File: src/rtl/serial_writer_pkg.sv
// Shared types and constants for the serial byte writer: FSM states, default
// widths, the power-on memory table and the even-parity helper.
package serial_writer_pkg;

  localparam int DEFAULT_DATA_WIDTH = 8;
  localparam int DEFAULT_ADDR_WIDTH = 3;

  typedef enum logic [1:0] {
    IDLE,
    SHIFT,
    COMMIT
  } state_e;

  // Word i holds 2**(i+1)-1, a thermometer pattern that is easy to spot on readout.
  localparam logic [DEFAULT_DATA_WIDTH-1:0] DEFAULT_TABLE [1 << DEFAULT_ADDR_WIDTH] = '{
    8'h01, 8'h03, 8'h07, 8'h0F, 8'h1F, 8'h3F, 8'h7F, 8'hFF
  };

  // True when data plus its trailing parity bit carry an even number of ones.
  function automatic logic even_parity_ok(input logic [DEFAULT_DATA_WIDTH:0] frame);
    return ~(^frame);
  endfunction

endpackage

File: src/rtl/byte_memory_8x8.sv
// Small word memory: synchronous write, synchronous clear that reloads the
// default table, asynchronous read.
module byte_memory_8x8
  import serial_writer_pkg::*;
#(
  parameter int DATA_WIDTH = DEFAULT_DATA_WIDTH,
  parameter int ADDR_WIDTH = DEFAULT_ADDR_WIDTH
) (
  input  logic                  clock,
  input  logic                  clear,
  input  logic                  we_i,
  input  logic [ADDR_WIDTH-1:0] waddr_i,
  input  logic [DATA_WIDTH-1:0] wdata_i,
  input  logic [ADDR_WIDTH-1:0] raddr_i,
  output logic [DATA_WIDTH-1:0] rdata_o
);

  localparam int DEPTH = 1 << ADDR_WIDTH;

  logic [DATA_WIDTH-1:0] mem_q [DEPTH];

  // NOTE: the clear-reload makes every word a resettable flop, so this storage
  // cannot map onto a RAM macro; that is accepted for an 8x8 array.
  always_ff @(posedge clock) begin
    if (clear) begin
      for (int i = 0; i < DEPTH; i++) begin
        mem_q[i] <= DEFAULT_TABLE[i];
      end
    end else if (we_i) begin
      mem_q[waddr_i] <= wdata_i;
    end
  end

  assign rdata_o = mem_q[raddr_i];

endmodule

File: src/rtl/serial_byte_writer.sv
// Bit-serial (LSB first) to parallel writer into an 8x8 byte memory.
// Define PARITY_CHECK_EN to append an even-parity bit to each transfer.
module serial_byte_writer
  import serial_writer_pkg::*;
#(
  parameter int DATA_WIDTH = DEFAULT_DATA_WIDTH,
  parameter int ADDR_WIDTH = DEFAULT_ADDR_WIDTH
) (
  input  logic                  clock,
  input  logic                  clear,
  input  logic                  startWrite,
  input  logic [ADDR_WIDTH-1:0] writeAddress,
  input  logic                  serialIn,
  input  logic                  serialValid,
  input  logic [ADDR_WIDTH-1:0] readAddress,
  output logic [DATA_WIDTH-1:0] dataOut,
  output logic                  busy,
  output logic                  writeDone,
  output logic                  parityError
);

`ifdef PARITY_CHECK_EN
  localparam int SHIFT_W = DATA_WIDTH + 1;
`else
  localparam int SHIFT_W = DATA_WIDTH;
`endif
  localparam logic [3:0] LAST_BIT = 4'(SHIFT_W - 1);

  state_e                state_q;
  logic [3:0]            bit_cnt_q;
  logic [SHIFT_W-1:0]    shift_q;
  logic [ADDR_WIDTH-1:0] addr_q;
  logic                  busy_q;
  logic                  done_q;
  logic                  mem_we;

`ifdef PARITY_CHECK_EN
  logic perr_q;
  logic frame_ok;

  assign frame_ok    = even_parity_ok(shift_q);
  assign mem_we      = (state_q == COMMIT) && frame_ok;
  assign parityError = perr_q;
`else
  assign mem_we      = (state_q == COMMIT);
  assign parityError = 1'b0;
`endif

  // NOTE: all state here is updated with non-blocking assignments so every
  // register samples the pre-edge values, independent of statement order.
  always_ff @(posedge clock) begin
    if (clear) begin
      state_q   <= IDLE;
      bit_cnt_q <= '0;
      shift_q   <= '0;
      addr_q    <= '0;
      busy_q    <= 1'b0;
      done_q    <= 1'b0;
`ifdef PARITY_CHECK_EN
      perr_q    <= 1'b0;
`endif
    end else begin
      done_q <= 1'b0;
      case (state_q)
        IDLE: begin
          if (startWrite) begin
            addr_q    <= writeAddress;
            bit_cnt_q <= '0;
            busy_q    <= 1'b1;
            state_q   <= SHIFT;
`ifdef PARITY_CHECK_EN
            perr_q    <= 1'b0;
`endif
          end
        end
        SHIFT: begin
          if (serialValid) begin
            for (int i = 0; i < SHIFT_W; i++) begin
              if (bit_cnt_q == 4'(i)) shift_q[i] <= serialIn;
            end
            bit_cnt_q <= bit_cnt_q + 4'd1;
            if (bit_cnt_q == LAST_BIT) state_q <= COMMIT;
          end
        end
        COMMIT: begin
          busy_q  <= 1'b0;
          done_q  <= 1'b1;
          state_q <= IDLE;
`ifdef PARITY_CHECK_EN
          if (!frame_ok) perr_q <= 1'b1;
`endif
        end
        default: state_q <= IDLE;
      endcase
    end
  end

  assign busy      = busy_q;
  assign writeDone = done_q;

  byte_memory_8x8 #(
    .DATA_WIDTH(DATA_WIDTH),
    .ADDR_WIDTH(ADDR_WIDTH)
  ) u_mem (
    .clock  (clock),
    .clear  (clear),
    .we_i   (mem_we),
    .waddr_i(addr_q),
    .wdata_i(shift_q[DATA_WIDTH-1:0]),
    .raddr_i(readAddress),
    .rdata_o(dataOut)
  );

endmodule

File: config.mk
export PLATFORM = sky130hd
export DESIGN_NAME = serial_byte_writer
export DESIGN_NICKNAME = d
export VERILOG_FILES = /design/src/rtl/serial_writer_pkg.sv /design/src/rtl/byte_memory_8x8.sv /design/src/rtl/serial_byte_writer.sv
export SDC_FILE = /design/constraint.sdc
export NUM_CORES = 1
export LEC_CHECK = 0
export CAP_MARGIN = 40
export CELL_PAD_IN_SITES_DETAIL_PLACEMENT = 1
export CELL_PAD_IN_SITES_GLOBAL_PLACEMENT = 1
export CORE_ASPECT_RATIO = 1.2
export CORE_UTILIZATION = 53
export DETAILED_ROUTE_END_ITERATION = 6
export PLACE_DENSITY_LB_ADDON = 0.1
export RECOVER_POWER = 25
export SETUP_SLACK_MARGIN = 0.1
export SLEW_MARGIN = 10
export SYNTH_ARGS = -nofsm -noshare
export SYNTH_HDL_FRONTEND = slang
export SYNTH_SLANG_ARGS = --single-unit
File: constraint.sdc
create_clock -name clock -period 2.8 [get_ports clock]
set_clock_uncertainty 0.05 [all_clocks]
set_input_delay 0.42 -clock clock [delete_from_list [all_inputs] [get_ports clock]]
set_output_delay 0.42 -clock clock [all_outputs]
set_load 0.02 [all_outputs]
==> results of run 1 <==
[critical path, cell delays in order]
cell	delay, ns
dlygate4sd2_1	0.30
bufbuf_16	0.32
mux4_2	0.51
mux2_2	0.27
dlygate4sd2_1	0.32
[power breakdown]
part	total [mW]	internal (mW)	switching (mW)
clock network	0.736	0.313	0.423
logic	0.175	0.0868	0.0880
registers	1.36	1.34	0.0185
total	2.27	1.74	0.530
[cell type report]
type,instances,share of cell area (%)
Inverter,6,0.510
Clock inverter,6,0.737
Multi-Input combinational cell,174,33.5
Timing Repair Buffer,35,7.71
Clock buffer,10,2.89
Tap cell,87,2.47
Sequential cell,83,52.2
[cells by family after synthesis]
| kind of cell | after synthesis |
|---|---|
| AOI/OAI and AO/OA | 13 |
| adders and majority gates | 4 |
| buffers and inverters | 22 |
| DFF | 83 |
| muxes | 36 |
| other | 1 |
| and+or+nand+nor | 120 |
[what timing repair did]
item / in CTS / in global routing
buffers inserted: 0 / 0
hold buffers: 0 / 0
endpoints found under the setup margin: 8 / 0
resized for setup: 9 / 0
[cells in the mapped netlist (2+ instances only)]
cell and count:
edfxtp_1 64, nand2b_1 24, and2_1 19, dfxtp_1 19, or2_2 17, mux4_2 16
mux2i_1 12, nor2_1 12, or3_1 11, mux2_2 8, clkbuf_1 7, inv_1 6
nand2_1 6, nand3b_1 6, a21oi_1 4, ha_1 4, nand3_1 4, buf_1 3
nor3_1 3, nor3b_1 3, o21ai_0 3, a211oi_1 2, buf_2 2, buf_4 2
nor3b_4 2, nor4_1 2, nor4bb_1 2
[flip-flops by register name, summed over array words and instances (netlist names)]
register     count
busy             1
addr_q           3
bit_cnt_q        4
shift_q          8
u_mem.mem_q     64
writeDone        1
state_q          2
[worst paths after layout]
check / start / end / depth (start not counted)
setup / recovery: readAddress[1] / dataOut[2] / 5
hold / removal: busy / busy / 2
setup reg to reg: state_q[0] / u_mem.mem_q[2][1] / 3
hold reg to reg: busy / busy / 2
[layer usage]
metal  routed length [um]  track usage [%]
met4                  210             11.0
met1                 3440             31.5
met2                 4540             43.7
met3                  375             4.74
met5                    0                0
[per-stage QoR]
step | hold WS, ns | power [mW] | cells | instance area [um^2]
final | 0.468 | 2.27 | 401 | 4410
after global routing | 0.507 | 2.35 | 401 | 4410
after CTS | 0.471 | 2.29 | 401 | 4430
after detailed placement | 0.465 | 1.57 | 384 | 4250
after global placement | 0.447 | 1.56 | 384 | 4250
after floorplan | 0.419 | 1.49 | 279 | 3880
==> results.md, run 1 <==
* Antenna cells at 0
* Syn nets at 294
* Fill count at 689
* Crit. End Element: output pin
* Vias in the first global route at 2451
* Max Freq at 382 MHz
* Synth area leaders: edfxtp_1, dfxtp_1, mux4_2
* Die Height at 95.8 um
* Worst path arrival time at 2.15 ns
* DRT Pass-1 Iters at 4
* CTS Sinks at 83
* Mapped Area at 3880 um^2
* Top cell type's share of synthesized area at 49.5%
* Worst slack, placed at -0.189 ns
* Post-synthesis simple-gate area fraction at 20.0%
* Setup Viol. Count Final at 0
* Worst Tran Pin Value at 0.940 ns
* Period utilisation layout at 93.4%
* GRT Util Overall at 25.5%
* Mux cell area share after synthesis at 14.7%
* Power Dens Cells at 515 nW/um^2
* Final max-slew violation count at 0
* Minimum clock period at 2.62 ns
* Initial antenna violation count at 0
* Hold/Removal Path Class: flop to flop
* Peak supply drop at 0.333 mV
* Crit path launch type: input pin
* Commonest non-fill, non-tap cell in the layout: edfxtp_1
* Post-synth EDFFs at 64
* First-pass GRT wire length at 13.7 mm
* Nets@finish at 324
* Via count at 2361
* Overall die area at 7680 um^2
* Yosys reg bits at 83
* Sum of negative setup slack at 0 ns
* Row Count at 33
* Vias per inst at 5.89
* Worst skew pair latency at 0.35 ns
* Post-DP HPWL at 5.94 mm
* Synth Area in Compound Gates at 2.09%
* Final Util at 63.2%
* Max-Cap Viols at 0
* Leak at 1.38 nW
* Global route overflow at 0
* Reg area at 2300 um^2
* Largest family of logic cells by synthesized area: simple AND/OR/NAND/NOR gates
* Final Hold Viols at 0
* Synth Warn # at 0
* Post-Synth Adder-Cell Area at 1.29%
* Clock transition at the registers of the reported paths at 0.08 ns
* Status: complete, no violations
* Placer Congestion at 0.812
* Commonest cells after routing, fill and taps aside: edfxtp_1, nand2b_1, dfxtp_1
* Starting Density at 55.7%
* Buffers on Ports at 20
* Post-synthesis xor/xnor area fraction at 0%
* Mean Syn Cell Area at 13.9 um^2
* Layout cells sized above 1 at 22.3%
* Htree depth at 3
* TritonCTS buffer count at 9
* RSZ-0062 raised after global routing: false
* Clock buffer depth at 2
* DRT iter0 DRCs at 203
* TritonCTS clock tree: built
* Most area-hungry cell type in the Yosys netlist: edfxtp_1
* Async set-reset flop share out of synthesis at 0%
* Final setup margin at 0.184 ns
* Unique masters post-synth at 43
* R2R setup slack at 0.62 ns
* P&R area growth vs syn at 13.6%
* Die width at 80.2 um
* ANT nets after route at 0
* WS Path Type: input pin to output pin
* DRC viols at 0
* Crit path max fanout at 8
* Slew headroom at 37.3%
* Crit path required time at 2.33 ns
* Ys flop type: edfxtp_1
* Cells after synthesis at 279
* Root Driver: clkbuf_8
* Wirelength per Cell at 21.4 um
* Largest net degree at the start of global routing at 26
* Seq/Total Area, Yosys at 59.3%
* Post-Route WL at 8.57 mm
* Area of the multi-input gates at 1480 um^2
* Core area at 6980 um^2
* # IOs at 22
Note: power is estimated with default switching activity, not from simulation.
==> run 2, diff against run 1 <==
--- a/config.mk
+++ b/config.mk
@@ -9,8 +9,9 @@
 export CELL_PAD_IN_SITES_DETAIL_PLACEMENT = 1
 export CELL_PAD_IN_SITES_GLOBAL_PLACEMENT = 1
 export CORE_ASPECT_RATIO = 1.2
-export CORE_UTILIZATION = 53
+export CORE_UTILIZATION = 45
 export DETAILED_ROUTE_END_ITERATION = 6
+export HOLD_SLACK_MARGIN = 0.05
 export PLACE_DENSITY_LB_ADDON = 0.1
 export RECOVER_POWER = 25
 export SETUP_SLACK_MARGIN = 0.1
==> constraint.sdc (replaced) <==
create_clock -name clock -period 2.2 [get_ports clock]
set_clock_uncertainty 0.05 [all_clocks]
set_input_delay 0.33 -clock clock [delete_from_list [all_inputs] [get_ports clock]]
set_output_delay 0.33 -clock clock [all_outputs]
set_load 0.02 [all_outputs]
==> results.md, run 2 (synthesized netlist as in run 1, its figures left out) <==
* Clock buffer depth at 2
* TritonCTS buffer count at 9
* Finished Cell Area at 4560 um^2
* Nets@finish at 334
* Peak supply drop at 0.272 mV
* Final max-slew violation count at 0
* Max FFs per register at 64
* Setup Viol. Count Final at 0
* Final hold slack at 0.475 ns
* First-pass GRT wire length at 13.7 mm
* CTS Sinks at 83
* Met1 GRT Util at 26.5%
* Crit. End Element: output pin
* Top Registers: u_mem.mem_q (64), shift_q (8), bit_cnt_q (4)
* Die Height at 104 um
* Logic gate share of total power at 8.0%
* Root Driver: clkbuf_8
* Vias in the first global route at 2456
* Post-DP HPWL at 6.35 mm
* Commonest non-fill, non-tap cell in the layout: edfxtp_1
* Vias per inst at 5.31
* Antenna cells at 0
* Worst path arrival time at 1.69 ns
* Final setup margin at 0.127 ns
* Power Dens Cells at 659 nW/um^2
* Max Freq at 482 MHz
* Largest Register: u_mem.mem_q
* Met3 Use GR at 4.78%
* Most Crowded Layer GR: met2
* Met2 Usage GRT at 36.7%
* Switch Pwr at 663 uW
* Core area at 8240 um^2
* Final Hold Viols at 0
* Sw frac at 22.1%
* Global route overflow at 0
* # IOs at 22
* Worst skew pair latency at 0.35 ns
* Buffers on Ports at 20
* Initial antenna violation count at 0
* Htree depth at 3
* Post-Route WL at 8.82 mm
* Via count at 2325
* ANT nets after route at 0
* # hold bufs at CTS at 0
* GRT Util Overall at 21.5%
* Starting Density at 47.1%
* TritonCTS clock tree: built
* Die width at 86.8 um
* Crit path required time at 1.82 ns
* Seq pwr share at 57.5%
* Fill count at 848
* Slew headroom at 64.1%
* Period utilisation layout at 94.2%
* Hold/Removal Path Class: flop to flop
* DRT Pass-1 Iters at 4
* WS Path Type: flop to output pin
* Area after DPL at 4360 um^2
* Layout cells sized above 1 at 26.9%
* Internal power at 2.34 mW
* RSZ-0062 raised after global routing: true
* Wirelength per Cell at 20.1 um
* Crit path max fanout at 1
* DRC viols at 0
* P&R area growth vs syn at 17.4%
* Clock share of power at 34.5%
* Total power draw at 3.00 mW
* Status: complete, no violations
* Sum of negative setup slack at 0 ns
* Placer Congestion at 0.748
* Clock transition at the registers of the reported paths at 0.08 ns
* Worst Tran Pin Value at 0.539 ns
* Crit path launch type: flop
* Worst slack, placed at -0.572 ns
* Max-Cap Viols at 0
* Largest net degree at the start of global routing at 26
* Overall die area at 9010 um^2
* Commonest cells after routing, fill and taps aside: edfxtp_1, nand2b_1, dfxtp_1
* Leak at 1.47 nW
* Minimum clock period at 2.07 ns
* DRT iter0 DRCs at 124
* Row Count at 36
-- run 2: cell types whose count changed in the layout (fill, tap and decap cells not counted), moves of 2 or more --
cell,change
mux2_4,+2
buf_6,+4
mux2_2,-2
buf_2,+4
buf_4,+6
dlygate4sd2_1,-8
-- run 2: what timing repair did --
item,CTS,global route
buffers inserted,0,0
hold endpoints to repair,0,0
cloned,2,0
resized for setup,39,11
endpoints found under the setup margin,8,5
-- run 2: final timing paths --
kind	from	endpoint	slack [ns]	cells past startpoint
hold reg to reg	busy	busy	0.47	2
setup reg to reg	state_q[0]	u_mem.mem_q[6][2]	0.29	5
setup / recovery	u_mem.mem_q[4][1]	dataOut[1]	0.13	3
hold / removal	busy	busy	0.47	2
-- run 2: worst max-delay path, cell delays in order, from the launching register on --
cell and delay [ns]:
edfxtp_1 0.42, mux4_2 0.50, mux2_2 0.27, buf_2 0.16
-- run 2: layer usage --
layer	wire (um)	share of wire (%)	up-vias
li1	-	-	1100
met2	4760	54	42
met3	245	2.8	9
met5	0	0	-
met4	121	1.4	0
met1	3690	42	1174
-- run 2: per-stage QoR --
stage	instances	utilization (%)
2_1_floorplan	279	-
3_3_place_gp	420	52.9
3_5_place_dp	420	52.9
4_1_cts	438	55.3
5_1_grt	438	55.3
6_report	438	55.3
-- run 2: final cells by class --
type	count	area (um^2)	area share, %
inverters	6	22.5	0.494
well taps	114	143	3.13
flip-flops and latches	83	2300	50.5
clock buffers	9	124	2.72
clock inverters	7	58.8	1.29
repair buffers	45	433	9.49
multi-input cells	174	1480	32.4
-- run 2: power groups by stage --
| stage | clock (mW) | combinational, mW | sequential, mW |
|---|---|---|---|
| floorplan | 0 | 0.145 | 1.75 |
| global placement | 0 | 0.231 | 1.76 |
| detailed placement | 0 | 0.235 | 1.76 |
| CTS | 1.06 | 0.238 | 1.73 |
| global route | 1.12 | 0.257 | 1.73 |
| finish | 1.04 | 0.241 | 1.73 |
==> run 3, diff against run 2 <==
--- a/config.mk
+++ b/config.mk
@@ -9,7 +9,7 @@
 export CELL_PAD_IN_SITES_DETAIL_PLACEMENT = 1
 export CELL_PAD_IN_SITES_GLOBAL_PLACEMENT = 1
 export CORE_ASPECT_RATIO = 1.2
-export CORE_UTILIZATION = 45
+export CORE_UTILIZATION = 53
 export DETAILED_ROUTE_END_ITERATION = 6
 export HOLD_SLACK_MARGIN = 0.05
 export PLACE_DENSITY_LB_ADDON = 0.1
==> constraint.sdc (replaced) <==
create_clock -name clock -period 2.4 [get_ports clock]
set_clock_uncertainty 0.05 [all_clocks]
set_input_delay 0.36 -clock clock [delete_from_list [all_inputs] [get_ports clock]]
set_output_delay 0.36 -clock clock [all_outputs]
set_load 0.02 [all_outputs]
==> results.md, run 3 (synthesized netlist as in run 1, its figures left out) <==
* Status: complete, no violations
* Root Driver: clkbuf_8
* Vias in the first global route at 2774
* Post-CTS setup buffers at 0
* Worst path cell trace: dlygate4sd2_1, bufbuf_16, mux4_2, mux2_2, clkdlybuf4s15_2
* Minimum clock period at 2.28 ns
* Row Count at 33
* Final setup margin at 0.121 ns
* Met3 Use GR at 4.93%
* Critical-path top delay cell: mux4_2
* RSZ-0062 raised after global routing: false
* Period utilisation layout at 95.0%
* Crit. End Element: output pin
* Overall die area at 7680 um^2
* Largest Register: u_mem.mem_q
* Initial antenna violation count at 0
* Global route overflow at 0
* Setup Viol. Count Final at 0
* # hold bufs at CTS at 0
* DRC viols at 0
* Final max-slew violation count at 0
* WS Path Type: input pin to output pin
* Antenna cells at 0
* Clock buffer depth at 2
* Max Freq at 439 MHz
* Commonest non-fill, non-tap cell in the layout: edfxtp_1
* Die width at 80.2 um
* Max incr delay on CP at 0.33 ns
* Worst path arrival time at 1.87 ns
* Max-Cap Viols at 0
* # IOs at 22
* Met2 Usage GRT at 53.2%
* Largest net degree at the start of global routing at 23
* Sum of negative setup slack at 0 ns
* GRT Util Overall at 29.5%
* TritonCTS buffer count at 9
* Clock transition at the registers of the reported paths at 0.08 ns
* Worst skew pair latency at 0.36 ns
* Wirelength per Cell at 24.4 um
* Layout cells sized above 1 at 26.2%
* Total power draw at 3.13 mW
* Leak at 1.47 nW
* Max FFs per register at 64
* Met1 GRT Util at 33.5%
* Slew headroom at 45.8%
* Vias per inst at 6.14
* Placer Congestion at 0.777
* Nets@finish at 331
* P&R area growth vs syn at 17.9%
* Most Crowded Layer GR: met2
* TritonCTS clock tree: built
* Final Non-Filler Cells at 408
* Worst Tran Pin Value at 0.813 ns
* Final Hold Viols at 0
* Post-DP HPWL at 6.34 mm
* Die Height at 95.8 um
* Commonest cells after routing, fill and taps aside: edfxtp_1, nand2b_1, dfxtp_1
* CTS Sinks at 83
* Crit path launch type: input pin
* Via count at 2504
* Worst slack, placed at -0.454 ns
* Hold/Removal Path Class: flop to flop
* ANT nets after route at 0
* DRT Pass-1 Iters at 4
* Htree depth at 3
* Peak supply drop at 0.428 mV
* Post-Route WL at 9.97 mm
* Top Registers: u_mem.mem_q (64), shift_q (8), bit_cnt_q (4)
* Power Dens Cells at 685 nW/um^2
* Starting Density at 55.7%
* Buffers on Ports at 20
* Crit path max fanout at 8
* Fill count at 676
* First-pass GRT wire length at 15.6 mm
* R2R setup slack at 0.40 ns
* Crit path required time at 1.99 ns
* DRT iter0 DRCs at 184
* Core area at 6980 um^2
* Post-Place Cells at 390
[run 3: cell count changes in the layout (fill, tap and decap cells not counted), moves of 3 or more]
cell,delta
clkdlybuf4s15_2,+5
buf_6,-4
buf_2,-3
bufinv_16,+3
clkdlybuf4s50_1,-3
dlygate4sd3_1,+3
[run 3: timing repair]
item / 4_1_cts / 5_1_grt
resized for setup: 27 / 2
cloned: 2 / 0
setup endpoints to repair: 8 / 1
[run 3: worst paths after layout]
path / start / endpoint / cells after the start
min reg2reg: busy / busy / 2
max reg2reg: addr_q[2] / u_mem.mem_q[0][3] / 4
min: busy / busy / 2
max: readAddress[2] / dataOut[0] / 5
[run 3: area by class of cell]
class	instances	area [um^2]	share of cell area [%]
clock buffers	9	124	2.70
clock inverters	7	140	3.06
inverters	6	22.5	0.492
multi-input cells	174	1470	32.1
flip-flops and latches	83	2300	50.3
well taps	87	109	2.38
repair buffers	42	412	8.99
[run 3: critical path: cells and delay by family]
kind,cells,cell delay [ns]
buf+inv,3,0.89
mux,2,0.62
[run 3: stage by stage]
step                hold WS, ns  utilization, %  instance area (um^2)
floorplan                 0.419               -                  3880
global placement          0.449            61.5                  4290
detailed placement        0.468            61.5                  4290
CTS                       0.482            66.1                  4610
global route              0.483            65.6                  4580
finish                    0.475            65.6                  4580
[run 3: power breakdown]
group / internal (mW) / leakage [nW] / switching (mW)
combinational: 0.111 / 0.665 / 0.115
sequential: 1.57 / 0.682 / 0.0184
clock: 0.794 / 0.127 / 0.531
total: 2.47 / 1.47 / 0.664
[run 3: metal layers]
layer | up-vias | part of all wire [%]
met1 | 1279 | 39
met3 | 26 | 4.9
met5 | - | 0
met4 | 0 | 3.1
li1 | 1105 | -
met2 | 94 | 53
